File: src/rtl/alu_pkg.sv
// Shared ALU definitions for the pipelined carry-lookahead adder/subtractor.
//   GROUP_W             : width of one carry-lookahead group (4 bits)
//   FLAG_N/Z/V/C        : bit positions inside the 4-bit {N,Z,V,C} flag vector
//   flags_t             : the flag vector type handed to the PSR update logic
package alu_pkg;

  localparam int GROUP_W = 4;

  localparam int FLAG_C = 0;
  localparam int FLAG_V = 1;
  localparam int FLAG_Z = 2;
  localparam int FLAG_N = 3;

  typedef logic [3:0] flags_t;

endpackage

File: src/rtl/cla_addsub_pipe_if.sv
// Ready/valid operand and result bus for cla_addsub_pipe.
//   master : producer/consumer side (drives operands, in_valid, out_ready)
//   slave  : the adder itself (drives in_ready, out_valid, sum, flags)
// Signals: in_valid/in_ready, a, b, cin, sub (operand beat);
//          out_valid/out_ready, sum, flags {N,Z,V,C} (result beat).
interface cla_addsub_pipe_if
  import alu_pkg::*;
#(
  parameter int WIDTH = 16
);

  logic             in_valid;
  logic             in_ready;
  logic [WIDTH-1:0] a;
  logic [WIDTH-1:0] b;
  logic             cin;
  logic             sub;
  logic             out_valid;
  logic             out_ready;
  logic [WIDTH-1:0] sum;
  flags_t           flags;

  modport master (
    output in_valid, a, b, cin, sub, out_ready,
    input  in_ready, out_valid, sum, flags
  );

  modport slave (
    input  in_valid, a, b, cin, sub, out_ready,
    output in_ready, out_valid, sum, flags
  );

endinterface

File: src/rtl/cla_group4.sv
// Combinational 4-bit carry-lookahead group.
//   a_i, b_i : operand nibbles
//   ci_i     : carry into bit 0
//   s_o      : sum nibble
//   co_o     : carry out of bit 3
//   c3_o     : carry into bit 3 (needed for the overflow flag of the MSB group)
module cla_group4
  import alu_pkg::*;
(
  input  logic [GROUP_W-1:0] a_i,
  input  logic [GROUP_W-1:0] b_i,
  input  logic               ci_i,
  output logic [GROUP_W-1:0] s_o,
  output logic               co_o,
  output logic               c3_o
);

  logic [GROUP_W-1:0] g;
  logic [GROUP_W-1:0] p;
  logic [GROUP_W:0]   c;

  assign g = a_i & b_i;
  assign p = a_i ^ b_i;

  // Fully flattened lookahead: every carry depends only on g, p and ci.
  assign c[0] = ci_i;
  assign c[1] = g[0] | (p[0] & ci_i);
  assign c[2] = g[1] | (p[1] & g[0]) | (p[1] & p[0] & ci_i);
  assign c[3] = g[2] | (p[2] & g[1]) | (p[2] & p[1] & g[0])
              | (p[2] & p[1] & p[0] & ci_i);
  assign c[4] = g[3] | (p[3] & g[2]) | (p[3] & p[2] & g[1])
              | (p[3] & p[2] & p[1] & g[0])
              | (p[3] & p[2] & p[1] & p[0] & ci_i);

  assign s_o  = p ^ c[GROUP_W-1:0];
  assign co_o = c[GROUP_W];
  assign c3_o = c[GROUP_W-1];

endmodule

File: src/rtl/cla_addsub_pipe.sv
// Pipelined carry-lookahead adder/subtractor with ready/valid handshake.
// Each stage adds STAGE_GROUPS 4-bit lookahead groups; the stage carry is the
// only carry that is registered. Unused operand bits shift down the pipe and
// finished sum slices shift in from the top, so after LAT stages the sum is
// aligned. Pipeline depth LAT = WIDTH / (4*STAGE_GROUPS).
//   clk, rst_n : clock, asynchronous active-low reset
//   bus        : cla_addsub_pipe_if.slave (operands in, result + {N,Z,V,C} out)
// Build option: define CLA_PIPE_SAT_EN to saturate the sum on signed overflow;
// without it the result wraps (two's complement).
module cla_addsub_pipe
  import alu_pkg::*;
#(
  parameter int WIDTH        = 16,
  parameter int STAGE_GROUPS = 1
) (
  input  logic                clk,
  input  logic                rst_n,
  cla_addsub_pipe_if.slave    bus
);

  localparam int SW  = GROUP_W * STAGE_GROUPS;
  localparam int LAT = WIDTH / SW;

  // Stage registers (index k = output of stage k)
  logic [LAT-1:0]   valid_q;
  logic             carry_q [LAT];
  logic             zero_q  [LAT];
  logic [WIDTH-1:0] opa_q   [LAT];
  logic [WIDTH-1:0] opb_q   [LAT];
  logic [WIDTH-1:0] sum_q   [LAT];
  flags_t           flags_q;

  // Per-stage combinational signals
  logic [WIDTH-1:0] opa_in [LAT];
  logic [WIDTH-1:0] opb_in [LAT];
  logic [WIDTH-1:0] sum_in [LAT];
  logic             c_in   [LAT];
  logic             zero_in[LAT];
  logic [WIDTH-1:0] opa_d  [LAT];
  logic [WIDTH-1:0] opb_d  [LAT];
  logic [WIDTH-1:0] sum_d  [LAT];
  logic             zero_d [LAT];
  logic             co_d   [LAT];
  logic [SW-1:0]    slice_s[LAT];
  logic             gc     [LAT][STAGE_GROUPS+1];
  logic             gc3    [LAT][STAGE_GROUPS];

  logic             advance;
  logic [WIDTH-1:0] sum_fin;
  logic             n_raw;
  logic             v_flag;
  logic             z_flag;
  flags_t           flags_d;

  // Global enable: the whole pipe moves unless a result is waiting unconsumed.
  assign advance       = ~valid_q[LAT-1] | bus.out_ready;
  assign bus.in_ready  = advance;
  assign bus.out_valid = valid_q[LAT-1];
  assign bus.sum       = sum_q[LAT-1];
  assign bus.flags     = flags_q;

  for (genvar gi = 0; gi < LAT; gi++) begin : g_stage
    if (gi == 0) begin : g_first
      // Subtraction as A + ~B + ~cin, so cin acts as a borrow-in.
      assign opa_in[gi]  = bus.a;
      assign opb_in[gi]  = bus.sub ? ~bus.b : bus.b;
      assign c_in[gi]    = bus.sub ? ~bus.cin : bus.cin;
      assign zero_in[gi] = 1'b1;
      assign sum_in[gi]  = '0;
    end else begin : g_rest
      assign opa_in[gi]  = opa_q[gi-1];
      assign opb_in[gi]  = opb_q[gi-1];
      assign c_in[gi]    = carry_q[gi-1];
      assign zero_in[gi] = zero_q[gi-1];
      assign sum_in[gi]  = sum_q[gi-1];
    end

    assign gc[gi][0] = c_in[gi];

    for (genvar gj = 0; gj < STAGE_GROUPS; gj++) begin : g_group
      cla_group4 u_grp (
        .a_i  (opa_in[gi][gj*GROUP_W +: GROUP_W]),
        .b_i  (opb_in[gi][gj*GROUP_W +: GROUP_W]),
        .ci_i (gc[gi][gj]),
        .s_o  (slice_s[gi][gj*GROUP_W +: GROUP_W]),
        .co_o (gc[gi][gj+1]),
        .c3_o (gc3[gi][gj])
      );
    end

    assign co_d[gi]   = gc[gi][STAGE_GROUPS];
    assign zero_d[gi] = zero_in[gi] & ~|slice_s[gi];
    // Consumed low slice drops off; new sum slice enters at the top.
    assign opa_d[gi]  = opa_in[gi] >> SW;
    assign opb_d[gi]  = opb_in[gi] >> SW;
    assign sum_d[gi]  = (sum_in[gi] >> SW) | (WIDTH'(slice_s[gi]) << (WIDTH - SW));
  end

  // Final stage: overflow from the carry into vs. out of the MSB.
  always_comb begin
    n_raw   = sum_d[LAT-1][WIDTH-1];
    v_flag  = gc3[LAT-1][STAGE_GROUPS-1] ^ co_d[LAT-1];
    sum_fin = sum_d[LAT-1];
    z_flag  = zero_d[LAT-1];
`ifdef CLA_PIPE_SAT_EN
    // A wrapped-negative sign means positive overflow and vice versa;
    // saturated values are never zero.
    if (v_flag) begin
      sum_fin = {~n_raw, {(WIDTH-1){n_raw}}};
      z_flag  = 1'b0;
    end
`endif
    flags_d         = '0;
    flags_d[FLAG_N] = sum_fin[WIDTH-1];
    flags_d[FLAG_Z] = z_flag;
    flags_d[FLAG_V] = v_flag;
    flags_d[FLAG_C] = co_d[LAT-1];
  end

  always_ff @(posedge clk or negedge rst_n) begin
    if (!rst_n) begin
      valid_q <= '0;
      flags_q <= '0;
      for (int k = 0; k < LAT; k++) begin
        carry_q[k] <= 1'b0;
        zero_q[k]  <= 1'b0;
        opa_q[k]   <= '0;
        opb_q[k]   <= '0;
        sum_q[k]   <= '0;
      end
    end else if (advance) begin
      valid_q[0] <= bus.in_valid;
      for (int k = 1; k < LAT; k++) begin
        valid_q[k] <= valid_q[k-1];
      end
      for (int k = 0; k < LAT; k++) begin
        carry_q[k] <= co_d[k];
        zero_q[k]  <= zero_d[k];
        opa_q[k]   <= opa_d[k];
        opb_q[k]   <= opb_d[k];
        sum_q[k]   <= (k == LAT-1) ? sum_fin : sum_d[k];
      end
      flags_q <= flags_d;
    end
  end

endmodule
File: src/flat_wrapper.sv
// flat-port wrapper written by rule: the top's interface ports become plain ports
module cla_addsub_pipe_flat import alu_pkg::*;
#(
  parameter int WIDTH        = 16,
  parameter int STAGE_GROUPS = 1
)
  (clk, rst_n, bus_in_valid, bus_a, bus_b, bus_cin, bus_sub, bus_out_ready, bus_in_ready, bus_out_valid, bus_sum, bus_flags);
  cla_addsub_pipe_if #(.WIDTH(WIDTH)) bus_i ();
  input  logic clk;
  input  logic rst_n;
  input wire logic [$bits(bus_i.in_valid)-1:0] bus_in_valid;
  input wire logic [$bits(bus_i.a)-1:0] bus_a;
  input wire logic [$bits(bus_i.b)-1:0] bus_b;
  input wire logic [$bits(bus_i.cin)-1:0] bus_cin;
  input wire logic [$bits(bus_i.sub)-1:0] bus_sub;
  input wire logic [$bits(bus_i.out_ready)-1:0] bus_out_ready;
  output wire logic [$bits(bus_i.in_ready)-1:0] bus_in_ready;
  output wire logic [$bits(bus_i.out_valid)-1:0] bus_out_valid;
  output wire logic [$bits(bus_i.sum)-1:0] bus_sum;
  output wire logic [$bits(bus_i.flags)-1:0] bus_flags;
  assign bus_i.in_valid = bus_in_valid;
  assign bus_i.a = bus_a;
  assign bus_i.b = bus_b;
  assign bus_i.cin = bus_cin;
  assign bus_i.sub = bus_sub;
  assign bus_i.out_ready = bus_out_ready;
  assign bus_in_ready = bus_i.in_ready;
  assign bus_out_valid = bus_i.out_valid;
  assign bus_sum = bus_i.sum;
  assign bus_flags = bus_i.flags;
  cla_addsub_pipe #(.WIDTH(WIDTH), .STAGE_GROUPS(STAGE_GROUPS)) u_core (.clk(clk), .rst_n(rst_n), .bus(bus_i));
endmodule
File: config.mk
export PLATFORM = sky130hd
export DESIGN_NAME = cla_addsub_pipe_flat
export DESIGN_NICKNAME = d
export VERILOG_FILES = /design/src/rtl/alu_pkg.sv /design/src/rtl/cla_addsub_pipe_if.sv /design/src/rtl/cla_group4.sv /design/src/rtl/cla_addsub_pipe.sv /design/src/flat_wrapper.sv
export SDC_FILE = /design/constraint.sdc
export NUM_CORES = 1
export LEC_CHECK = 0
export ABC_AREA = 1
export CORE_MARGIN = 4
export CORE_UTILIZATION = 45
export DETAILED_ROUTE_END_ITERATION = 10
export GPL_TIMING_DRIVEN = 0
export PLACE_DENSITY_LB_ADDON = 0.3
export SLEW_MARGIN = 10
export SYNTH_ARGS = -nofsm -noshare
export SYNTH_HDL_FRONTEND = slang
export SYNTH_SLANG_ARGS = --single-unit
File: constraint.sdc
create_clock -name clk -period 4.3 [get_ports clk]
set_input_delay 0.86 -clock clk [delete_from_list [all_inputs] [get_ports clk]]
set_output_delay 0.86 -clock clk [all_outputs]
set_load 0.005 [all_outputs]
==> results.sh <==
export IMPL_fp_dieH_um=110.2
export IMPL_pwr_share_comb_pct=41.5
export IMPL_ys_ff_latch=101
export IMPL_cts_sinks=101
export IMPL_num_vias=3522
export IMPL_area_growth_pct=20.64
export IMPL_drive_above_1_share_pct=8.632
export IMPL_rsz0062_at_grt="no"
export IMPL_power_switching_mw=1.440
export IMPL_via_per_inst=4.696
export IMPL_startpoint="bus_out_ready"
export IMPL_fin_nets=668
export IMPL_cp_num_buf_inv=5
export IMPL_ir_drop_mv=0.2227
export IMPL_synth_nets=598
export IMPL_syn_cell_area_sq_mm=0.004703
export IMPL_cts_max_level=3
export IMPL_slowest_delay_ps=540
export IMPL_slew_viol_final=0
export IMPL_post_route_cell_area_sq_mm=0.005674
export IMPL_start_util_pct=45.97
export IMPL_dp_hpwl_um=7069
export IMPL_synth_edf_count=0
export IMPL_period_share_pct=76.78
export IMPL_cts_buffers=9
export IMPL_clk_pin_slew_ps=100
export IMPL_regToRegEndpoint="u_core.bus.flags[0]"
export IMPL_clock_latency_ps=380
export IMPL_p_leak_nw=2.895
export IMPL_core_area_sq_mm=0.01023
export IMPL_drv_cap=0
export IMPL_nFillCells=955
export IMPL_fin_skew_ps=9.334
export IMPL_power_frac_clock_pct=15.8
export IMPL_synthTopCellsByArea="dfrtp_1 54%, nand2_1 20%, ha_1 4.5%, o21ai_0 2.7%, inv_1 2.5%"
export IMPL_die_w_um=110.2
export IMPL_synthFlopType="dfrtp_1"
export IMPL_ys_types=26
export IMPL_crit_arrival_ps=2440
export IMPL_p_int_mw=2.260
export IMPL_fmax_ghz=0.3029
export IMPL_io_pins=60
export IMPL_crit_top_cell="clkdlybuf4s50_1"
export IMPL_syn_mean_instance_area_sq_um=8.726
export IMPL_p_total_mw=3.700
export IMPL_routed_wl_um=9551
export IMPL_drtPass1Iterations=4
export IMPL_crit_family="buffers and inverters"
export IMPL_cts_hold_buf=0
export IMPL_synth_cells=539
export IMPL_crit_type="input pin to output port"
export IMPL_multiInputGateArea_sq_mm=0.001887
export IMPL_max_slew_worst_pin_slew_ps=623.9
export IMPL_overflow=0
export IMPL_slowest_stage="clkdlybuf4s50_1"
export IMPL_antenna_found_initial=0
export IMPL_setup_slack_ps=998.5
export IMPL_rr_worst_depth=9
export IMPL_timing_slew_headroom_pct=58.41
export IMPL_finalSetupViolations=0
export IMPL_pre_cts_slack_ps=994.9
export IMPL_r2r_start="u_core.opa_in[1]"
export IMPL_post_cts_setup_buffer_count=0
export IMPL_grt_start_max_net_pins=54
export IMPL_outcome="finished clean"
export IMPL_cp_num_cells=6
export IMPL_drc_errors=0
export IMPL_wire_per_inst_um=12.73
export IMPL_row_count=37
export IMPL_grt_pass1_wl_um=16320
export IMPL_cp_end_kind="output port"
export IMPL_cp_required_ps=3440
export IMPL_seq_area_sq_mm=0.002527
export IMPL_clk_path_buf_depth=2
export IMPL_antenna_left=0
export IMPL_yosysWarnings=0
export IMPL_layout_min_cycle_time_ps=3302
export IMPL_fin_util_pct=55.46
export IMPL_async_flop_share_pct=100.0
export IMPL_hold_viol=0
export IMPL_yosysTopAreaCell="dfrtp_1"
export IMPL_drt_initial_drc_count=179
export IMPL_critical_path_endpoint="bus_in_ready"
export IMPL_grt_usage_pct=17.45
export IMPL_crit_chain="clkdlybuf4s50_1 > nor2_4 > inv_2 > buf_4 > buf_2 > clkdlybuf4s50_1"
export IMPL_finalWeightedCongestion=0.8299
export IMPL_synth_seq_area_share_pct=53.74
export IMPL_rrSetupSlack_ps=2650
export IMPL_powerDensity_mw_per_mm2=652.1
export IMPL_worst_path_max_fanout=10
export IMPL_grt_pass1_vias=3451
export IMPL_swShare_pct=38.92
export IMPL_synth_most_common_cell="nand2_1"
export IMPL_clockRootBuffer="clkbuf_8"
export IMPL_synth_top_area_share_pct=53.74
export IMPL_finalSetupTns_ps=0
export IMPL_diodes=0
export IMPL_portBuffers=58
export IMPL_seqPwrFrac_pct=42.7
export IMPL_cts_repair_resized=0
export IMPL_placed_cell_area_sq_mm=0.005479
export IMPL_cts_tree="done"
export IMPL_dieArea_sq_mm=0.01215
export IMPL_hold_class="register to register"
export IMPL_worst_setup_path_start_kind="input pin"
export IMPL_synth_common_cells="248 x nand2_1, 101 x dfrtp_1, 31 x inv_1, 25 x o21ai_0"
tightest hold or removal path, cell delays in order (launching register included):
cell and delay (ps):
dfrtp_1 350, nand2_1 50, nand2_1 40
registers in the layout, indices dropped and copies added (netlist names):
name,cells
u_core.opb_in,12
u_core.bus.sum,16
u_core.c_in,3
u_core.bus.flags,3
u_core.zero_in,3
u_core.valid_q,4
u_core.sum_in,24
u_core.opa_in,12
u_core.opb_d,12
u_core.opa_d,12
per-layer routing:
layer  vias to the layer above  part of all wire (%)  global-route usage (%)
li1                       1825                     -                       -
met1                      1610                    47                   23.59
met2                        75                    47                   28.34
met3                        12                   4.0                   3.145
met4                         0                   1.7                   6.245
met5                         -                     0                       0
stage by stage:
stage / instances / hold WS, ps
6_report: 750 / 474.3
5_1_grt: 750 / 498.8
4_1_cts: 750 / 474.4
3_5_place_dp: 734 / 450.6
3_3_place_gp: 733 / 453.0
2_1_floorplan: 539 / 440.0
power groups by stage:
stage	registers [mW]	clock network [mW]	logic (mW)
final	1.58	0.586	1.53
after CTS	1.58	0.600	1.55
after floorplan	1.55	0	1.02
after global placement	1.59	0	1.47
after global routing	1.63	0.643	1.78
after detailed placement	1.60	0	1.54
logic make-up after synthesis:
group                      after synthesis  synth area share (%)
and+or+nand+nor                        294                 25.06
DFF                                    101                 53.74
buffers and inverters                   58                 6.145
AOI/OAI and AO/OA                       45                 5.108
adders and majority gates               21                 6.225
xor gates and xnor gates                20                 3.724
layout make-up:
type	count	area share, %
sequential	101	44.54
multi-input combinational	380	33.25
timing repair buffer	59	10.67
tap	136	2.999
buffer	25	2.911
clock buffer	9	2.183
inverter	33	2.183
clock inverter	7	1.257
layout by cell type, fill, tap and decap left out:
master           count
nor3_2               1
or2_2                1
o21ai_1              8
buf_16               1
nand3b_1             2
inv_2                2
a31oi_1              3
buf_2               15
o21ai_2              1
a21oi_1              5
nand3_1             17
buf_6                5
ha_1                17
nor2_1              12
fa_1                 4
nand4_1              7
clkbuf_8             9
nor2_4               1
nand2_2              5
inv_1               31
clkdlybuf4s50_1     57
dfrtp_1            101
inv_6                3
xor2_1               8
xnor2_1             12
nand2_1            248
clkinv_8             1
a22oi_1              3
inv_8                1
clkbuf_1             1
o21ai_0             25
clkinv_4             2
buf_4                5
how the worst min path moves through the flow:
stage	startpoint	to	slack, ps	cells past startpoint
floorplan	u_core.valid_q[2]	u_core.valid_q[3]	440	1
global placement	u_core.opb_d[35]	u_core.opb_in[19]	450	2
detailed placement	u_core.sum_in[47]	u_core.sum_in[27]	450	2
CTS	u_core.opb_d[36]	u_core.opb_d[16]	470	2
global route	u_core.opb_d[19]	u_core.opb_in[3]	500	2
finish	u_core.opb_d[36]	u_core.opb_d[16]	470	2
Note: power is estimated with default switching activity, not from simulation.
